## src/rtl/byte_lsu.sv

```systemverilog
// Byte-serial load/store sequencer: splits one byte/half/word core request into
// little-endian single-byte RAM beats and returns a sign/zero-extended load result.
module byte_lsu #(
    parameter int ADDR_W      = 8,
    parameter int XLEN        = 32,
    parameter int ALIGN_CHECK = 0
) (
    input  logic              clk,
    input  logic              rst,
    input  logic              req_valid,
    output logic              req_ready,
    input  logic              req_we,
    input  logic [1:0]        req_size,
    input  logic              req_unsigned,
    input  logic [ADDR_W-1:0] req_addr,
    input  logic [XLEN-1:0]   req_wdata,
    output logic              resp_valid,
    output logic              resp_err,
    output logic [XLEN-1:0]   resp_rdata,
    output logic [ADDR_W-1:0] ram_a,
    output logic [7:0]        ram_wd,
    output logic              ram_we,
    input  logic [7:0]        ram_rd
);

    typedef enum logic [1:0] {IDLE, ACCESS, RESP} state_t;

    state_t            state, state_nx;
    logic              l_we, l_uns;
    logic [1:0]        l_size, k, last_k;
    logic [ADDR_W-1:0] l_addr;
    logic [XLEN-1:0]   l_wdata, asm_buf, asm_w, ext;
    logic              req_bad, last_beat;

    assign req_bad = (req_size == 2'b11) ||
                     ((ALIGN_CHECK != 0) &&
                      (((req_size == 2'b01) && req_addr[0]) ||
                       ((req_size == 2'b10) && (req_addr[1:0] != 2'b00))));

    assign last_k    = (l_size == 2'b00) ? 2'd0 : (l_size == 2'b01) ? 2'd1 : 2'd3;
    assign last_beat = (k == last_k);

    // Buffer with the byte arriving this beat merged in, so the final beat can
    // feed the registered response directly.
    always_comb begin
        asm_w = asm_buf;
        asm_w[{k, 3'b000} +: 8] = ram_rd;
    end

    always_comb begin
        ext = asm_w;
        case (l_size)
            2'b00:   ext = {{(XLEN-8){~l_uns & asm_w[7]}}, asm_w[7:0]};
            2'b01:   ext = {{(XLEN-16){~l_uns & asm_w[15]}}, asm_w[15:0]};
            default: ext = asm_w;
        endcase
    end

    always_ff @(posedge clk or negedge rst) begin
        if (!rst) state <= IDLE;
        else      state <= state_nx;
    end

    always_comb begin
        state_nx  = state;
        req_ready = 1'b0;
        ram_a     = '0;
        ram_wd    = '0;
        ram_we    = 1'b0;
        case (state)
            IDLE: begin
                req_ready = 1'b1;
                if (req_valid) state_nx = req_bad ? RESP : ACCESS;
            end
            ACCESS: begin
                ram_a  = l_addr + ADDR_W'(k);
                ram_we = l_we;
                ram_wd = l_we ? l_wdata[{k, 3'b000} +: 8] : 8'h00;
                if (last_beat) state_nx = RESP;
            end
            RESP:    state_nx = IDLE;
            default: state_nx = IDLE;
        endcase
    end

    always_ff @(posedge clk or negedge rst) begin
        if (!rst) begin
            l_we       <= 1'b0;
            l_uns      <= 1'b0;
            l_size     <= 2'b00;
            l_addr     <= '0;
            l_wdata    <= '0;
            k          <= 2'd0;
            asm_buf    <= '0;
            resp_valid <= 1'b0;
            resp_err   <= 1'b0;
            resp_rdata <= '0;
        end else begin
            case (state)
                IDLE: if (req_valid) begin
                    l_we    <= req_we;
                    l_uns   <= req_unsigned;
                    l_size  <= req_size;
                    l_addr  <= req_addr;
                    l_wdata <= req_wdata;
                    k       <= 2'd0;
                    asm_buf <= '0;
                    if (req_bad) begin
                        resp_valid <= 1'b1;
                        resp_err   <= 1'b1;
                        resp_rdata <= '0;
                    end
                end
                ACCESS: begin
                    if (!l_we) asm_buf <= asm_w;
                    if (last_beat) begin
                        resp_valid <= 1'b1;
                        resp_err   <= 1'b0;
                        resp_rdata <= l_we ? '0 : ext;
                    end else begin
                        k <= k + 2'd1;
                    end
                end
                default: begin
                    resp_valid <= 1'b0;
                    resp_err   <= 1'b0;
                    resp_rdata <= '0;
                end
            endcase
        end
    end

endmodule

```

## config.mk

```make
export PLATFORM = sky130hd
export DESIGN_NAME = byte_lsu
export DESIGN_NICKNAME = d
export VERILOG_FILES = /design/src/rtl/byte_lsu.sv
export SDC_FILE = /design/constraint.sdc
export NUM_CORES = 1
export LEC_CHECK = 0
export ABC_CLOCK_PERIOD_IN_PS = 6800
export BUFFER_PORTS_ARGS = -buffer_cell sky130_fd_sc_hd__buf_2
export CORE_MARGIN = 8
export CORE_UTILIZATION = 50
export DETAILED_ROUTE_END_ITERATION = 6
export PLACE_DENSITY_LB_ADDON = 0.3
export SLEW_MARGIN = 20
export SYNTH_ARGS = -nofsm -noshare
export SYNTH_HDL_FRONTEND = slang
export SYNTH_SLANG_ARGS = --single-unit
```

## constraint.sdc

```tcl
create_clock -name clk -period 6.8 [get_ports clk]
set_clock_uncertainty 0.05 [all_clocks]
set_input_delay 1.02 -clock clk [delete_from_list [all_inputs] [get_ports clk]]
set_output_delay 1.02 -clock clk [all_outputs]
set_load 0.03 [all_outputs]
```

## Yosys cells after proc, flatten, opt, wreduce, memory -nomap -nowiden

Index checks and enable logic that the tools add are counted.

| cells by class | value |
|---|---|
| add/subtract/negate cells | 3 |
| shift-type cells | 3 |
| reduce and logical (&&, ||, !) cells | 8 |
| muxes and demuxes | 30 |
| eq/ne operators | 9 |
| bitwise operators | 3 |

Operators with widths:

| kind | count |
|---|---|
| $mux W32 | 6 |
| $pmux W32 S2 | 3 |
| $bwmux W32 | 1 |
| $shift A8 B7 Y32 const A | 1 |
| $shiftx A32 B6 Y8 | 1 |
| $shiftx A8 B7 Y32 | 1 |
| $mux W8 | 3 |
| $mux W2 | 7 |
| $ne A2 B2 Y1 const B | 5 |
| $reduce_and A3 Y1 | 3 |
| $add A8 B2 Y8 | 1 |
| $pmux W2 S2 | 2 |
| $neg A5 Y7 | 1 |
| $mux W1 | 6 |
| $eq A2 B1 Y1 const B | 2 |
| $logic_not A2 Y1 | 2 |
| $pmux W1 S2 | 2 |
| $reduce_and A2 Y1 | 2 |
| $add A2 B1 Y2 const B | 1 |
| $and A1 B1 Y1 | 2 |
| $eq A2 B2 Y1 | 1 |
| $eq A2 B2 Y1 const B | 1 |
| $reduce_bool A2 Y1 | 1 |
| $not A1 Y1 | 1 |

| storage, ports and cells | value |
|---|---|
| flip-flop bits (word level) | 114 |
| input port bits | 55 |
| word-level logic and storage cells | 67 |

## Logic depth before layout (Yosys ltp)

Gate-level depths: netlist of run 1.

| depth | value |
|---|---|
| depth in word-level cells | 8 |
| depth in mapped cells | 9 |
| mapped depth without buffers | 6 |

## Worst setup path after synthesis of run 1

Ideal clock, no wire load.

| timing | value |
|---|---|
| kind | register to output |
| start | register k[0] |
| end | output ram_a[4] |
| data arrival time | 1641 ps |
| slack | 4089 ps |
| cell stages (with the launch flop) | 6 |
| buffers on the path | 0 |
| cell sequence | dfrtp_1 > ha_1 > fa_1 > nand3_1 > xor2_1 > nor2_1 |

| between the ends | value |
|---|---|
| longest elaborated chain between the ends | 2 |

RTL lines:

| what | line | text |
|---|---|---|
| from (decl) | 30 | `logic [1:0] l_size, k, last_k;` |
| from (signal assigned) | 121 | `k <= k + 2'd1;` |
| $add A8 B2 Y8 | 76 | `ram_a = l_addr + ADDR_W'(k);` |
| $mux W8 | 70 | `case (state)` |
| to (decl) | 20 | `output logic [ADDR_W-1:0] ram_a,` |

Every way passes these cells.

## Worst setup path after layout of run 1

| timing | value |
|---|---|
| start | register k[0] |
| end | output ram_a[6] |

The elaborated chain is that of the path after synthesis.

==> flow_summary.yaml, run 1 <==
run_status:
  outcome: "complete, no violations"
synthesis:
  ys_types: 49
  ys_ff_latch: 114
  ys_seq_area_share_pct: 53.1
  ys_top_cells_by_area: "dfrtp_1, mux2_2, nor2b_1"
  synth_area_leader_cell: "dfrtp_1"
  netlist_instances: 442
  synth_warnings: 0
  syn_nets: 505
  synth_ff_type: "dfrtp_1"
  avgSynthCellArea_um2: 12.2
  synth_top_area_share_pct: 53.1
  synth.top_cells.by_count: "dfrtp_1, mux2_2, nor2b_1, a21oi_1, nor2_1"
  async_flop_share_pct: 100
  synth_area_um2: 5380
  synth_most_common_cell: "dfrtp_1"
  synth-edff-count: 0
timing:
  max_slew_margin_pct: 34.5
  tightest_slew_ps: 983
  fin_crit_sh_pct: 52.7
  hold_viol_final: 0
  fmax_mhz: 279
  report.final.slew_viol_count: 0
  finalSetupViolCount: 0
  layout_min_cycle_time_ps: 3580
  whs_ps: 414
  tns_ps: 0
  rsz0062_at_grt: "false"
cts:
  cts_resized: 0
  numClockSinks: 114
  cts_hold_buf: 0
  cts_root_buf: "clkbuf_8"
  cts_buffer_depth: 2
  htreeDepth: 4
  cts_tree: "yes"
  post_cts_buffers: 0
  worstSkewPairLatency_ps: 500
  numCtsBuffers: 17
  clk_pin_slew_ps: 60
finish:
  fin_nets: 609
  n_fill_cell: 864
  antenna-diode-count: 0
  final-seq-area_um2: 2850
  final_cells: 699
  areaGrowthSynthToFinish_pct: 22.9
  multi_input_area_um2: 2390
  drive_gt1_share_pct: 37.9
  fin_area_um2: 6610
critical_path:
  crit_required_ps: 5730
  crit_buf_inv: 1
  critPathSlowestCell: "dfrtp_1"
  cp_cell_sequence: "ha_1 -> fa_1 -> nand3_1 -> xor2_1 -> nor2_1 -> buf_2"
  crit_type: "flip-flop to output port"
  cp.arrival_ps: 2510
  critPathMaxFanout: 18
  crit_path_start_kind: "flip-flop"
  slowest_delay_ps: 680
  end_kind: "output port"
  path_delay_family: "adder cells"
grt:
  grt_pass1_wl_mm: 21.7
  grt_usage_pct: 18.8
  antenna_found_initial: 0
  grt_start_max_net_pins: 79
  grt-ovfl-total: 0
  grt_pass1_vias: 4238
placement:
  portBuffers: 106
  routabilityCongestion: 0.834
  hpwl_mm: 8.75
  dp.cells: 667
  postPlaceCellArea_um2: 6000
route:
  drc: 0
  viasPerCell: 5.65
  ant_nets: 0
  wl_per_cell_um: 18.6
  routed_wirelength_mm: 13.0
  dr.pass1.iters: 4
  vias: 3947
  drt_iter0_drc: 211
worst_hold_path:
  hp-class: "input pin to asynchronous set/reset pin"
power_and_ir_drop:
  p_total_uw: 3160
  ir_drop_v: 0.000274
  power.leakage_uw: 0.00324
  cellPowerDensity_nw_per_um2: 479
run:
  maxCapViolCount: 0
die:
  die_h_um: 120
  dieArea_um2: 14300
  coreArea_um2: 10700
  io_pins: 107
  fp.dieW_um: 120
  fp-row-count: 38
  initial_utilization_pct: 50.5
state kept, by name, summed over array words and instances, names as in the netlist:
name        count
l_size          2
l_we            1
state           2
l_uns           1
resp_err        1
resp_valid      1
resp_rdata     32
l_addr          8
l_wdata        32
k               2
asm_buf        32
where the power goes:
group,switching (uW),leakage [uW],internal [uW]
Sequential,201,0.00148,910
Combinational,698,0.00148,488
Clock,306,0.000275,560
Total,1210,0.00324,1960
logic make-up after synthesis:
| family | after synthesis | synth area share (%) |
|---|---|---|
| simple gates | 119 | 11.8 |
| flops | 114 | 53.1 |
| compound gates | 105 | 15.3 |
| mux | 59 | 14.0 |
| buf+inv | 31 | 2.82 |
| fa+ha+maj | 8 | 2.00 |
| xor+xnor | 6 | 0.977 |
cell usage in the layout, fill, tap and decap left out, types with 5 or more instances in the layout:
cell type,netlist,routed
a211o_1,7,7
a21o_1,9,9
a21oi_1,33,33
a32o_1,16,16
and3_1,9,9
buf_2,10,105
buf_4,2,7
clkbuf_16,0,16
clkbuf_8,0,5
clkinvlp_4,0,6
dfrtp_1,114,114
ha_1,7,7
mux2_2,49,49
mux4_2,8,8
nand2_1,24,24
nor2_1,29,29
nor2b_1,35,34
o2bb2ai_1,24,24
metal layers:
metal,GRT usage (%),vias to the layer above,share of wire (%)
met5,0,-,0
met4,5.85,0,0.77
met3,6.95,10,8.7
met2,29.5,137,48
met1,23.9,1965,42
li1,-,1835,-
area by class of cell:
type | instances | share of cell area, %
Clock inverter | 11 | 1.93
Tap cell | 140 | 2.65
Inverter | 4 | 0.227
Sequential cell | 114 | 43.2
Timing Repair Buffer | 112 | 8.75
Clock buffer | 21 | 7.10
Multi-Input combinational cell | 297 | 36.1
metrics by stage:
| stage | utilization [%] | worst slack [ps] |
|---|---|---|
| 2_1_floorplan | - | 4090 |
| 3_3_place_gp | 56.3 | 3480 |
| 3_5_place_dp | 56.3 | 3370 |
| 4_1_cts | 61.9 | 3170 |
| 5_1_grt | 62.0 | 2990 |
| 6_report | 62.0 | 3220 |
final timing paths:
| kind | startpoint | end | slack, ps | cells after the start |
|---|---|---|---|---|
| max in group asynchronous | rst | state[1]$_DFFE_PN0P_ | 4930 | 2 |
| worst max-delay path | k[0]$_DFFE_PN0P_ | ram_a[6] | 3220 | 6 |
| worst min-delay path | rst | l_wdata[8]$_DFFE_PN0P_ | 410 | 1 |
| worst min register to register | asm_buf[1]$_DFFE_PN0P_ | asm_buf[1]$_DFFE_PN0P_ | 420 | 1 |
| min in group clk | asm_buf[1]$_DFFE_PN0P_ | asm_buf[1]$_DFFE_PN0P_ | 420 | 1 |
| worst max register to register | k[0]$_DFFE_PN0P_ | resp_rdata[27]$_DFFE_PN0P_ | 3700 | 6 |
No activity file was read; power rests on OpenSTA's default activity.
==> run 2, diff against run 1 <==
--- a/config.mk
+++ b/config.mk
@@ -5,7 +5,7 @@
 export SDC_FILE = /design/constraint.sdc
 export NUM_CORES = 1
 export LEC_CHECK = 0
-export ABC_CLOCK_PERIOD_IN_PS = 6800
+export ABC_CLOCK_PERIOD_IN_PS = 3700
 export BUFFER_PORTS_ARGS = -buffer_cell sky130_fd_sc_hd__buf_2
 export CORE_MARGIN = 8
 export CORE_UTILIZATION = 50
==> constraint.sdc (replaced) <==
create_clock -name clk -period 3.7 [get_ports clk]
set_clock_uncertainty 0.05 [all_clocks]
set_input_delay 0.555 -clock clk [delete_from_list [all_inputs] [get_ports clk]]
set_output_delay 0.555 -clock clk [all_outputs]
set_load 0.03 [all_outputs]
==> run 2 against run 1 <==
Compared with the run above:
- clock power rose by 80%
- via count rose by 2.3%
- critical path depth did not move
- utilization rose by 0.18 points
- sequential power rose by 82%
- sequential cell count did not move
- clock-buffer cell count rose by 1
- critical path type unchanged
- critical endpoint is now ram_a[5]
==> flow_summary.yaml, run 2 (same netlist as run 1, synthesis figures left out) <==
run_status:
  outcome: "complete, no violations"
die:
  fp.dieW_um: 120
  initial_utilization_pct: 50.5
  die_h_um: 120
  coreArea_um2: 10700
  io_pins: 107
  dieArea_um2: 14300
  fp-row-count: 38
critical_path:
  end_kind: "output port"
  critPathMaxFanout: 16
  crit_required_ps: 3090
  crit_path_start_kind: "flip-flop"
  cp.arrival_ps: 2490
  crit_type: "flip-flop to output port"
worst_hold_path:
  hp-class: "input pin to asynchronous set/reset pin"
timing:
  tns_ps: 0
  report.final.slew_viol_count: 0
  tightest_slew_ps: 939
  fmax_mhz: 323
  fin_crit_sh_pct: 83.6
  rsz0062_at_grt: "false"
  finalSetupViolCount: 0
  hold_viol_final: 0
  layout_min_cycle_time_ps: 3090
  max_slew_margin_pct: 37.4
power_and_ir_drop:
  power.leakage_uw: 0.00326
  ir_drop_v: 0.000496
  cellPowerDensity_nw_per_um2: 883
run:
  maxCapViolCount: 0
route:
  viasPerCell: 5.76
  dr.pass1.iters: 4
  ant_nets: 0
  wl_per_cell_um: 19.1
  routed_wirelength_mm: 13.4
  vias: 4038
  drt_iter0_drc: 251
  drc: 0
finish:
  fin_area_um2: 6620
  final-seq-area_um2: 2850
  antenna-diode-count: 0
  top_regs: "asm_buf: 32 flops, l_wdata: 32 flops, resp_rdata: 32 flops"
  areaGrowthSynthToFinish_pct: 23.2
  final_cell_mix: "dfrtp_1, buf_2, mux2_2"
  drive_gt1_share_pct: 38.0
  fin_nets: 611
  final_common_cell: "dfrtp_1"
  multi_input_area_um2: 2390
  n_fill_cell: 903
cts:
  cts_resized: 0
  post_cts_buffers: 0
  cts_hold_buf: 0
  cts_tree: "yes"
  numCtsBuffers: 17
  worstSkewPairLatency_ps: 530
  numClockSinks: 114
  cts_root_buf: "clkbuf_8"
  htreeDepth: 4
  cts_buffer_depth: 2
  clk_pin_slew_ps: 60
placement:
  routabilityCongestion: 0.784
  hpwl_mm: 9.14
  postPlaceCellArea_um2: 6040
  portBuffers: 106
grt:
  grt_pass1_wl_mm: 22.2
  grt-ovfl-total: 0
  grt_pass1_vias: 4337
  grt_usage_pct: 19.6
  grt_start_max_net_pins: 74
  antenna_found_initial: 0
[run 2: metal layers]
layer | track usage, % | wire [um] | vias to the layer above
met4 | 9.52 | 259 | 0
met5 | 0 | 0 | -
li1 | - | - | 1842
met3 | 7.05 | 1020 | 17
met2 | 30.2 | 6410 | 132
met1 | 24.0 | 5710 | 2047
[run 2: power breakdown]
part,internal (uW),switching [uW],total (uW),leakage [uW]
combinational,932,1330,2270,0.00150
clock,1000,554,1560,0.000277
sequential,1670,351,2020,0.00148
total,3610,2240,5850,0.00326
[run 2: worst paths after layout]
path,startpoint,end,slack (ps),cells past startpoint
worst min-delay path,rst,resp_rdata[9]$_DFFE_PN0P_,130,1
worst max register to register,k[1]$_DFFE_PN0P_,resp_rdata[27]$_DFFE_PN0P_,770,6
worst max-delay path,k[1]$_DFFE_PN0P_,ram_a[5],610,6
min in group clk,req_unsigned,l_uns$_DFFE_PN0P_,200,3
worst min register to register,asm_buf[3]$_DFFE_PN0P_,asm_buf[3]$_DFFE_PN0P_,420,1
max in group asynchronous,rst,l_wdata[23]$_DFFE_PN0P_,2730,2
[run 2: final cells by class]
type / count / area share [%]
clock buffers: 22 / 6.99
repair buffers: 114 / 9.33
inverters: 4 / 0.227
well taps: 140 / 2.64
multi-input cells: 297 / 36.1
clock inverters: 10 / 1.62
flip-flops and latches: 114 / 43.1
[run 2: critical path, stage by stage (launching register included)]
cell and delay [ps]:
dfrtp_1 810, ha_1 350, a21oi_1 220, nand4b_1 180, xor2_1 160, nor2_1 60, buf_2 190
[run 2: per-stage QoR]
stage	util [%]	power [uW]	setup slack, ps	hold slack, ps	std cells
after floorplan	-	3650	1290	209	442
after detailed placement	56.7	4300	445	408	669
after global placement	56.7	4210	588	402	669
after CTS	62.1	5880	426	146	701
final	62.2	5850	607	133	701
after global routing	62.2	6180	436	182	701
==> run 3, diff against run 2 <==
--- a/config.mk
+++ b/config.mk
@@ -5,7 +5,7 @@
 export SDC_FILE = /design/constraint.sdc
 export NUM_CORES = 1
 export LEC_CHECK = 0
-export ABC_CLOCK_PERIOD_IN_PS = 3700
+export ABC_CLOCK_PERIOD_IN_PS = 2700
 export BUFFER_PORTS_ARGS = -buffer_cell sky130_fd_sc_hd__buf_2
 export CORE_MARGIN = 8
 export CORE_UTILIZATION = 50
==> constraint.sdc (replaced) <==
create_clock -name clk -period 2.7 [get_ports clk]
set_clock_uncertainty 0.05 [all_clocks]
set_input_delay 0.405 -clock clk [delete_from_list [all_inputs] [get_ports clk]]
set_output_delay 0.405 -clock clk [all_outputs]
set_load 0.03 [all_outputs]
==> run 3 against run 2 <==
Compared with the run above:
- sequential cell count is the same
- sequential power grew 34%
- die area is the same
- via count shrank 1.9%
- final area grew 1.6%
- setup slack lost 510 ps
- critical path depth grew 1
- utilization grew 0.98 points
- first-iteration DRC count shrank 7.2%
- combinational power grew 40%
- hold slack lost 55 ps
- final cell count grew 0.71%
==> flow_summary.yaml, run 3 (same netlist as run 1, synthesis figures left out) <==
timing:
  fmax_mhz: 383
  rsz0062_at_grt: "true"
  tightest_slew_ps: 764
  layout_min_cycle_time_ps: 2610
  max_slew_margin_pct: 48.9
  hold_viol_final: 0
  fin_crit_sh_pct: 96.6
  finalSetupViolCount: 0
  report.final.slew_viol_count: 0
die:
  io_pins: 107
  fp.dieW_um: 120
  dieArea_um2: 14300
  die_h_um: 120
  initial_utilization_pct: 50.5
  coreArea_um2: 10700
  fp-row-count: 38
power_and_ir_drop:
  cellPowerDensity_nw_per_um2: 1220
  ir_drop_v: 0.000656
  p_total_uw: 8200
  power.leakage_uw: 0.00331
grt:
  grt-ovfl-total: 0
  grt_pass1_vias: 4311
  grt_usage_pct: 19.2
  grt_start_max_net_pins: 54
  antenna_found_initial: 0
  grt_pass1_wl_mm: 21.9
critical_path:
  r2r_cells: 6
  timing.rr.end: "resp_rdata[22]$_DFFE_PN0P_"
  end_kind: "output port"
  r2r_slack_ps: 470
  r2r_start: "k[1]$_DFFE_PN0P_"
  crit_path_start_kind: "flip-flop"
  crit_required_ps: 2250
  critPathMaxFanout: 17
  cp.arrival_ps: 2150
  crit_type: "flip-flop to output port"
worst_hold_path:
  worst_hold_path.endpoint: "l_addr[0]$_DFFE_PN0P_"
  holdPathStages: 2
  hold_start: "req_addr[0]"
  hp-class: "input pin to flip-flop"
cts:
  htreeDepth: 4
  worstSkewPairLatency_ps: 510
  cts_buffer_depth: 2
  numCtsBuffers: 17
  cts_root_buf: "clkbuf_8"
  cts_tree: "yes"
  clk_pin_slew_ps: 60
  numClockSinks: 114
route:
  vias: 3960
  wl_per_cell_um: 18.6
  viasPerCell: 5.61
  dr.pass1.iters: 4
  drc: 0
  ant_nets: 0
  routed_wirelength_mm: 13.1
  drt_iter0_drc: 233
finish:
  final_common_cell: "dfrtp_1"
  antenna-diode-count: 0
  top_regs: "asm_buf: 32 flops, l_wdata: 32 flops, resp_rdata: 32 flops"
  final_cells: 706
  final_cell_mix: "dfrtp_1, buf_2, mux2_2"
  areaGrowthSynthToFinish_pct: 25.1
  fin_nets: 617
  drive_gt1_share_pct: 38.7
  fin_area_um2: 6730
placement:
  routabilityCongestion: 0.795
  hpwl_mm: 9.00
  postPlaceCellArea_um2: 6070
  dp.cells: 674
  portBuffers: 106
run_status:
  outcome: "complete, no violations"
run:
  maxCapViolCount: 0
-- run 3: cell types whose count changed in the layout (fill, tap and decap cells not counted), sizes merged --
cell	change
clkinvlp	-1
buf	+5
bufinv	+2
dlygate4sd3	+1
clkinv	-2
-- run 3: metrics by stage --
| stage | hold slack (ps) | setup TNS (ps) | util [%] | setup WS, ps |
|---|---|---|---|---|
| 4_1_cts | 58.8 | 0 | 63.0 | 23.3 |
| 5_1_grt | 61.9 | -27.8 | 63.2 | -27.8 |
| 2_1_floorplan | 59.4 | 0 | - | 285 |
| 6_report | 77.1 | 0 | 63.2 | 92.1 |
| 3_3_place_gp | 329 | 0 | 57.0 | 281 |
| 3_5_place_dp | 333 | 0 | 57.0 | 125 |
-- run 3: area by class of cell --
class	count	area [um^2]
multi-input combinational	297	2390
sequential	114	2850
timing repair buffer	120	673
fill	842	3920
tap	140	175
inverter	4	15.0
clock buffer	22	463
clock inverter	9	154
-- run 3: what timing repair did --
action | in CTS | in global routing
pin swaps | 0 | 1
gates resized for setup | 2 | 3
setup endpoints to repair | 3 | 5
hold buffers | 1 | 0
endpoints found under the hold margin | 32 | 0
gates cloned | 0 | 0
setup buffers | 0 | 0
-- run 3: routing by layer --
metal	part of all wire, %	global-route usage (%)
met2	49	30.5
met3	7.4	6.48
met4	1.8	7.81
met5	0	0
met1	42	23.5
-- run 3: power by group --
part	leakage (uW)	switching [uW]	internal, uW
registers	0.00148	401	2290
logic	0.00153	1870	1310
clock network	0.000297	762	1560
total	0.00331	3030	5170
-- run 3: worst max path at each step --
| stage | startpoint | to | slack [ps] | cells past startpoint |
|---|---|---|---|---|
| finish | k[0]$_DFFE_PN0P_ | ram_a[6] | 90 | 7 |
| global route | k[1]$_DFFE_PN0P_ | ram_a[5] | -30 | 7 |
| CTS | k[1]$_DFFE_PN0P_ | ram_a[7] | 20 | 7 |
| detailed placement | k[1]$_DFFE_PN0P_ | resp_rdata[16]$_DFFE_PN0P_ | 120 | 6 |
| global placement | k[1]$_DFFE_PN0P_ | resp_rdata[24]$_DFFE_PN0P_ | 280 | 6 |
| floorplan | k[0]$_DFFE_PN0P_ | resp_rdata[16]$_DFFE_PN0P_ | 290 | 8 |
-- run 3: worst max-delay path, stage by stage, from the launching register on --
cell     delay, ps
dfrtp_1        380
buf_6          180
ha_2           220
fa_2           370
nand3_1        100
xor2_1         160
nor2_1          50
buf_2          180
